`src/rtl/seg_disp_pkg.sv`:
```
// Shared types and constants for the seven-segment display scheduler.
// Latency: n/a (declarations only).
// Backpressure: n/a.
package seg_disp_pkg;

    localparam int WORD_W      = 32;
    localparam int HOLD_MS_DEF = 1000;

    typedef enum logic [1:0] {
        IDLE   = 2'd0,
        SHOW   = 2'd1,
        URGENT = 2'd2
    } state_t;

    // Bits needed for a counter that runs 0 .. hold-1 (hold >= 2).
    function automatic int cnt_w(input int hold);
        return $clog2(hold);
    endfunction

endpackage

```
`src/rtl/seg_disp_sched_rr_next_sel.sv`:
```
// Round-robin finder: next valid index strictly after cur, wrapping back to cur itself last.
// Latency: combinational.
// Backpressure: none.
module rr_next_sel
    import seg_disp_pkg::*;
#(
    parameter int N = 4,
    localparam int IW = $clog2(N)
) (
    input  logic [N-1:0]  valid,
    input  logic [IW-1:0] cur,
    output logic [IW-1:0] nxt,
    output logic          any_vld
);

    logic          found;
    logic [IW-1:0] idx;

    // Scan offsets 1..N so cur itself is chosen only when it is the sole valid entry.
    always_comb begin
        nxt     = cur;
        any_vld = |valid;
        found   = 1'b0;
        idx     = '0;
        for (int k = 1; k <= N; k++) begin
            idx = IW'((int'(cur) + k) % N);
            if (!found && valid[idx]) begin
                nxt   = idx;
                found = 1'b1;
            end
        end
    end

endmodule

```
`src/rtl/seg_disp_sched.sv`:
```
// Display scheduler: rotates NUM_SRC source words onto one 32-bit display word, with urgent override (SEG_DISP_SCHED_URGENT_EN).
// Latency: src_data to disp_data 1 cycle; advance seen at an edge shows the new word one cycle later.
// Backpressure: none; urgent requester holds urgent_req until the one-cycle urgent_ack.
module seg_disp_sched
    import seg_disp_pkg::*;
#(
    parameter int NUM_SRC = 4,
    parameter int HOLD_MS = HOLD_MS_DEF
) (
    input  logic                        clk_1khz,
    input  logic                        rst,
    input  logic [WORD_W*NUM_SRC-1:0]   src_data,
    input  logic [NUM_SRC-1:0]          src_valid,
    input  logic                        urgent_req,
    input  logic [WORD_W-1:0]           urgent_data,
    output logic                        urgent_ack,
    input  logic                        pause,
    input  logic                        next_btn,
    output logic [WORD_W-1:0]           disp_data,
    output logic [$clog2(NUM_SRC)-1:0]  cur_src,
    output logic                        urgent_active
);

    localparam int            IW       = $clog2(NUM_SRC);
    localparam int            CW       = cnt_w(HOLD_MS);
    localparam logic [CW-1:0] CNT_LAST = CW'(HOLD_MS - 1);

    state_t              state_q, state_d;
    logic [CW-1:0]       cnt_q, cnt_d;
    logic [IW-1:0]       cur_d;
    logic [IW-1:0]       sel_cur;
    logic [IW-1:0]       nxt_idx;
    logic                any_vld;
    logic                btn_s, btn_d, btn_rise;
    logic                urg_req_eff;
    logic                urg_grant;
    logic                ack_d;
    logic [WORD_W-1:0]   urg_word;
    logic [WORD_W-1:0]   disp_nxt;
    logic [WORD_W-1:0]   src_arr [NUM_SRC];

    for (genvar i = 0; i < NUM_SRC; i++) begin : g_unpack
        assign src_arr[i] = src_data[WORD_W*i +: WORD_W];
    end

    // From IDLE, searching after the last index yields the lowest valid index.
    assign sel_cur  = (state_q == IDLE) ? IW'(NUM_SRC - 1) : cur_src;
    assign btn_rise = btn_s & ~btn_d;

    rr_next_sel #(.N(NUM_SRC)) u_rr (
        .valid   (src_valid),
        .cur     (sel_cur),
        .nxt     (nxt_idx),
        .any_vld (any_vld)
    );

    // Next-state logic: urgent request beats every advance cause; pause only freezes the count.
    always_comb begin
        state_d   = state_q;
        cnt_d     = cnt_q;
        cur_d     = cur_src;
        ack_d     = 1'b0;
        urg_grant = 1'b0;
        case (state_q)
            IDLE: begin
                if (urg_req_eff) begin
                    state_d   = URGENT;
                    cnt_d     = '0;
                    urg_grant = 1'b1;
                end else if (any_vld) begin
                    state_d = SHOW;
                    cur_d   = nxt_idx;
                    cnt_d   = '0;
                end
            end
            SHOW: begin
                if (urg_req_eff) begin
                    state_d   = URGENT;
                    cnt_d     = '0;
                    urg_grant = 1'b1;
                end else if (!any_vld) begin
                    state_d = IDLE;
                    cnt_d   = '0;
                end else if (!src_valid[cur_src] || btn_rise ||
                             (cnt_q == CNT_LAST && !pause)) begin
                    cur_d = nxt_idx;
                    cnt_d = '0;
                end else if (!pause) begin
                    cnt_d = cnt_q + 1'b1;
                end
            end
`ifdef SEG_DISP_SCHED_URGENT_EN
            URGENT: begin
                if (!urgent_req) begin
                    state_d = any_vld ? SHOW : IDLE;
                    cnt_d   = '0;
                end else if (cnt_q == CNT_LAST) begin
                    ack_d   = 1'b1;
                    state_d = any_vld ? SHOW : IDLE;
                    cnt_d   = '0;
                end else begin
                    cnt_d = cnt_q + 1'b1;
                end
            end
`endif
            default: begin
                state_d = IDLE;
                cnt_d   = '0;
            end
        endcase
    end

    // Display word follows the state held during the cycle, hence one cycle behind transitions.
    always_comb begin
        disp_nxt = '0;
        case (state_q)
            SHOW:    disp_nxt = src_arr[cur_src];
            URGENT:  disp_nxt = urg_word;
            default: disp_nxt = '0;
        endcase
    end

    // State, counter, source index and button edge registers.
    always_ff @(posedge clk_1khz or posedge rst) begin
        if (rst) begin
            state_q   <= IDLE;
            cnt_q     <= '0;
            cur_src   <= '0;
            btn_s     <= 1'b0;
            btn_d     <= 1'b0;
            disp_data <= '0;
        end else begin
            state_q   <= state_d;
            cnt_q     <= cnt_d;
            cur_src   <= cur_d;
            btn_s     <= next_btn;
            btn_d     <= btn_s;
            disp_data <= disp_nxt;
        end
    end

`ifdef SEG_DISP_SCHED_URGENT_EN
    logic [WORD_W-1:0] urg_word_q;
    logic              ack_q;

    // Latch the override word on grant; ack is a registered one-cycle pulse.
    always_ff @(posedge clk_1khz or posedge rst) begin
        if (rst) begin
            urg_word_q <= '0;
            ack_q      <= 1'b0;
        end else begin
            ack_q <= ack_d;
            if (urg_grant) begin
                urg_word_q <= urgent_data;
            end
        end
    end

    // A request still held in the cycle after ack is not re-granted.
    assign urg_req_eff   = urgent_req & ~ack_q;
    assign urg_word      = urg_word_q;
    assign urgent_ack    = ack_q;
    assign urgent_active = (state_q == URGENT);
`else
    logic unused_urg;

    assign urg_req_eff   = 1'b0;
    assign urg_word      = '0;
    assign urgent_ack    = 1'b0;
    assign urgent_active = 1'b0;
    assign unused_urg    = ^{urgent_req, urgent_data, ack_d, urg_grant};
`endif

endmodule

```
`config.mk`:
```
export PLATFORM = sky130hd
export DESIGN_NAME = seg_disp_sched
export DESIGN_NICKNAME = d
export VERILOG_FILES = /design/src/rtl/seg_disp_pkg.sv /design/src/rtl/seg_disp_sched_rr_next_sel.sv /design/src/rtl/seg_disp_sched.sv
export SDC_FILE = /design/constraint.sdc
export NUM_CORES = 1
export LEC_CHECK = 0
export CAP_MARGIN = 25
export CORE_ASPECT_RATIO = 0.9
export CORE_MARGIN = 1.5
export CORE_UTILIZATION = 38
export CTS_CLUSTER_DIAMETER = 40
export CTS_CLUSTER_SIZE = 24
export DETAILED_ROUTE_END_ITERATION = 6
export GPL_TIMING_DRIVEN = 0
export PLACE_DENSITY = 0.83
export SYNTH_ARGS = -nofsm -noshare
export SYNTH_HDL_FRONTEND = slang
export SYNTH_SLANG_ARGS = --single-unit
```
`constraint.sdc`:
```
create_clock -name clk_1khz -period 4 [get_ports clk_1khz]
set_input_delay 0.8 -clock clk_1khz [delete_from_list [all_inputs] [get_ports clk_1khz]]
set_output_delay 0.8 -clock clk_1khz [all_outputs]
set_load 0.02 [all_outputs]
```
=== Yosys cells after proc, flatten, opt, wreduce, memory -nomap -nowiden ===
Index checks and enable logic that the tools add are counted.

* Flip-flop bits (word level): 48
* Latch bits: 0
* Memory bits (writable): 0
* Bits in read-only memories: 0
* Output and inout bits: 36
* Memories kept: 0

* Add/subtract/negate cells: 5
* Multiply operators: 0
* Div/mod/pow operators: 0
* $lt $le $gt $ge: 6
* Equality and inequality tests: 7
* Shift-type cells: 0
* Mux-type cells: 34
* Bitwise gates (word level): 3
* Reduce and logical (&&, ||, !) cells: 17

{| class="wikitable"
|+ Operators by type and width
! operator !! number
|-
| $mux W32 || 3
|-
| $bmux W32 S2 || 1
|-
| $mux W10 || 4
|-
| $mux W2 || 10
|-
| $pmux W10 S2 || 1
|-
| $lt A2 B3 Y1 const B || 5
|-
| $add A10 B1 Y10 const B || 1
|-
| $bmux W1 S2 || 5
|-
| $eq A10 B10 Y1 const B || 1
|-
| $mux W1 || 8
|-
| $ne A2 B2 Y1 const B || 4
|-
| $pmux W2 S2 || 2
|-
| $logic_not A1 Y1 || 5
|-
| $add A2 B1 Y2 const B || 2
|-
| $add A2 B2 Y2 const B || 2
|-
| $logic_and A1 B1 Y1 || 4
|-
| $ne A4 B4 Y1 const B || 1
|-
| $reduce_and A2 Y1 || 2
|-
| $reduce_and A4 Y1 || 1
|-
| $reduce_or A4 Y1 || 1
|-
| $ge A3 B3 Y1 const B || 1
|-
| $not A2 Y3 || 1
|-
| $eq A2 B1 Y1 const B || 1
|-
| $logic_not A2 Y1 || 1
|-
| other kinds (4) || 5
|}

=== Depth between registers and ports, before layout ===
* Word-level depth: 18
* Depth in mapped cells: 8

=== Cells and area by module ===
A second synthesis with hierarchy kept.

* Cell total of the unflattened synthesis: 211
* Area, all modules: 2736.4 µm²

{| class="wikitable"
|+ Modules (own cells, without submodules)
! module !! times used !! cells an instance !! area an instance (µm²)
|-
| seg_disp_sched || 1 || 197 || 2663.8
|-
| rr_next_sel || 1 || 14 || 72.6
|}

=== Worst setup path after synthesis ===
Ideal clock, no wire load.

* Path kind: input to register
* Start point: input port src_valid[2]
* End point: register cnt_q[4]
* Arrival: 2.211 ns
* Slack: 1.668 ns
* Stages: 7
* Cell sequence: buf_2 > nor4_1 > ha_1 > clkbuf_1 > nor2_1 > mux2_2 > a22o_1

* Word-level cells in the longest chain between the ends: 8

{| class="wikitable"
|+ Ends and longest elaborated chain
! element !! RTL line !! text
|-
| start, declared || seg_disp_sched.sv:13 || <nowiki>input logic [NUM_SRC-1:0] src_valid,</nowiki>
|-
| $bmux W1 S2 || seg_disp_sched.sv:84 || <nowiki>end else if (!src_valid[cur_src] || btn_rise ||</nowiki>
|-
| $mux W1 (implied by the code) || seg_disp_sched.sv:84 ||
|-
| $logic_not A1 Y1 || seg_disp_sched.sv:84 ||
|-
| $logic_or A1 B1 Y1 (2 in series) || seg_disp_sched.sv:84 ||
|-
| $mux W10 || seg_disp_sched.sv:84 ||
|-
| $mux W10 || seg_disp_sched.sv:81 || <nowiki>end else if (!any_vld) begin</nowiki>
|-
| $pmux W10 S2 || seg_disp_sched.sv:64 || <nowiki>case (state_q)</nowiki>
|-
| end signal, assigned || seg_disp_sched.sv:134 || <nowiki>cnt_q <= cnt_d;</nowiki>
|-
| end, declared || seg_disp_sched.sv:29 || <nowiki>logic [CW-1:0] cnt_q, cnt_d;</nowiki>
|}

Several ways; a longest one is shown, not always the timed one. The select of a mux whose other input is x is not followed.
A chain may end at the register's enable or synchronous reset.

=== Final worst setup path ===
* Start point: input port src_valid[1]
* End point: register cnt_q[4]

Same word-level chain as after synthesis.

==> flow_summary_export.csv <==
group,metric,value,unit
outcome,outcome,"completed",
logic_synthesis,ys_ff_latch,47,
job,maxCapViolCount,0,
clock_tree,cts_setup_buffers,0,
timing,setup_tns,0,ps
finish,syn_to_final_growth,67.2,%
logic_synthesis,async_flop_share,100,%
floorplan,coreArea,7180,um2
finish,fin_util,66.8,%
power_and_ir_drop,cellLeakagePower,0.00190,uW
clock_tree,root_buffer,"clkbuf_8",
finish,antenna_cells,0,
setup_path,critPathMaxFanout,10,
finish,multi_input_area,1580,um2
setup_path,worstRegToRegCells,5,
setup_path,crit_required,4200,ps
finish,fill_cells,541,
drt,vias,2697,
timing,worstMarginPinSlew,801,ps
logic_synthesis,synth-edff-count,0,
grt,grt_pass1_wl,14300,um
timing,hold_ws,389,ps
floorplan,io_pins,205,
grt,grt_use_met3,4.75,%
floorplan,dieArea,8090,um2
power_and_ir_drop,power_density,555,nW/um2
drt,wl,8890,um
timing,period_minus_slack,2750,ps
clock_tree,cts_hold_buf,0,
place,globalplace.congestion,0.890,
setup_path,r2r-start,"cur_src[1]$_DFFE_PP0P_",
drt,drc_errors,0,
grt,busiest_layer,"met2",
setup_path,crit_type,"in2reg",
place,hpwl,7270,um
drt,via_per_inst,5.32,
timing,fin_skew,5.49,ps
power_and_ir_drop,ir_drop,0.000238,V
grt,overflow,0,
floorplan,start_util,40.0,%
timing,rsz0062_at_grt,"no",
logic_synthesis,yosys_warnings,0,
drt,drtIter0Drc,138,
logic_synthesis,synth-seq-area-share,41.0,%
timing,fin_crit_sh,68.6,%
clock_tree,cts_resized,0,
logic_synthesis,syn_avg_cell_area,12.1,um2
logic_synthesis,ys_types,47,
drt,dr.pass1.iters,4,
floorplan,die_x,94.6,um
grt,antenna_found_initial,0,
clock_tree,htree_levels,2,
floorplan,fp-row-count,29,
timing,timing.fmax,364,MHz
grt,met1_usage,26.8,%
place,portBuffers,167,
clock_tree,max-clock-path-buffers,2,
drt,wire_per_inst,17.5,um
setup_path,cp-end-kind,"flip-flop",
clock_tree,cts.sinks,47,
timing,drv_slew,0,
logic_synthesis,synth_cells,237,
finish,fin_area,4800,um2
grt,grt_max_degree,38,
grt,gr-usage-all-layers,23.3,%
min_path,hp-start,"btn_s$_DFF_PP0_",
logic_synthesis,synth_ff_type,"dfrtp_1",
finish,final-seq-area,1180,um2
setup_path,worstPathArrival,2940,ps
clock_tree,cts_buffers,5,
drt,ant_nets,0,
floorplan,fp.dieH,85.5,um
logic_synthesis,synth_area,2870,um2
timing,slew_headroom,46.6,%
timing,setup_viol,0,
finish,nets,585,
setup_path,r2r_end,"disp_data[21]$_DFF_PP0_",
clock_tree,clkTransAtPathRegs,90,ps
clock_tree,tritoncts,"done",
clock_tree,clk-insertion-delay-late,300,ps
min_path,hold_path_class,"reg2reg",
setup_path,regToRegSetupSlack,1800,ps
finish,drive_gt1_share,13.8,%
place,place_area,4680,um2
setup_path,cp-start-kind,"input port",
timing,hold_viol,0,
min_path,hold_depth,0,
min_path,holdPathEnd,"btn_d$_DFF_PP0_",
grt,grt_pass1_vias,2869,
grt,met2_usage,42.2,%
==> through the flow <==
| step | power (uW) | worst slack (ps) | std cells |
|---|---|---|---|
| 5_1_grt | 2840 | 1130 | 507 |
| 3_5_place_dp | 2330 | 952 | 499 |
| 6_report | 2670 | 1250 | 507 |
| 2_1_floorplan | 1710 | 1670 | 238 |
| 4_1_cts | 2700 | 1270 | 507 |
| 3_3_place_gp | 2280 | 998 | 498 |
==> synth_stat cells, drive strengths merged, types with 5 or more instances <==
cell	instances	share of area [%]
dfrtp	47	41
and2	33	7.2
mux4	33	26
buf	13	2.3
o21ai	12	2.1
nand2	10	1.3
nor2	9	1.2
clkbuf	8	1.1
inv	7	0.92
a21oi	6	1.0
o31ai	5	1.5
==> power by group <==
part	leakage, uW	switching [uW]	internal [uW]
clock	0.0000612	160	202
combinational	0.00123	764	866
sequential	0.000610	49.9	624
total	0.00190	974	1690
==> worst max-delay path, cell delays in order <==
cell,delay (ps)
clkdlybuf4s50_1,560
nor4_1,440
ha_1,270
clkbuf_1,340
nor2_1,70
mux2_2,270
a22o_1,190
==> per-layer routing <==
metal  up-vias  part of all wire [%]  wire [um]
li1       1233                     -          -
met1      1317                    38       3350
met2       127                    52       4660
met3        20                   7.0        619
met4         0                   2.8        251
met5         -                     0          0
==> cell families after synthesis <==
family,count (synthesis),synth area share [%]
AND/OR/NAND/NOR,80,16.1
other,1,0.131
XOR/XNOR,1,0.305
multiplexers,38,27.8
buffers and inverters,28,4.31
adder cells (fa/ha/maj),3,1.31
flip-flops,47,41.0
AO/OA/AOI/OAI,39,9.15
==> state kept, by name, indices dropped and copies added (netlist names) <==
register,flops
btn_d,1
btn_s,1
cnt_q,10
cur_src,2
disp_data,32
state_q,1
==> worst max path at each step <==
stage,to,slack [ps],startpoint,cells after the start
2_1_floorplan,cnt_q[4]$_DFFE_PP0P_,1670,src_valid[2],7
4_1_cts,cnt_q[4]$_DFFE_PP0P_,1270,src_valid[1],7
3_3_place_gp,cnt_q[4]$_DFFE_PP0P_,1000,src_valid[1],7
5_1_grt,cnt_q[4]$_DFFE_PP0P_,1130,src_valid[1],7
6_report,cnt_q[4]$_DFFE_PP0P_,1250,src_valid[1],7
3_5_place_dp,cnt_q[4]$_DFFE_PP0P_,950,src_valid[1],7
==> cell usage in the layout, fill, tap and decap left out, drive strengths merged, types with 2 or more instances in the layout <==
master,count
clkdlybuf4s50,167
dfrtp,47
mux4,33
and2,33
clkbuf,14
buf,14
o21ai,12
nand2,10
nor2,9
inv,7
a21oi,6
o31ai,5
nand2b,4
nand3,4
nor3,4
or3,3
mux2,3
a211oi,3
ha,3
nand4b,2
a22o,2
nor2b,2
nand3b,2
nor3b,2
mux2i,2
conb,2
==> final cells by class <==
cell class / instances / share of cell area [%]
multi-input cells: 163 / 32.8
inverters: 7 / 0.547
clock buffers: 6 / 1.72
flip-flops and latches: 47 / 24.5
well taps: 93 / 2.42
clock inverters: 2 / 0.730
repair buffers: 168 / 35.2
plain buffers: 21 / 2.03
Power figures use the tool's default switching activity.
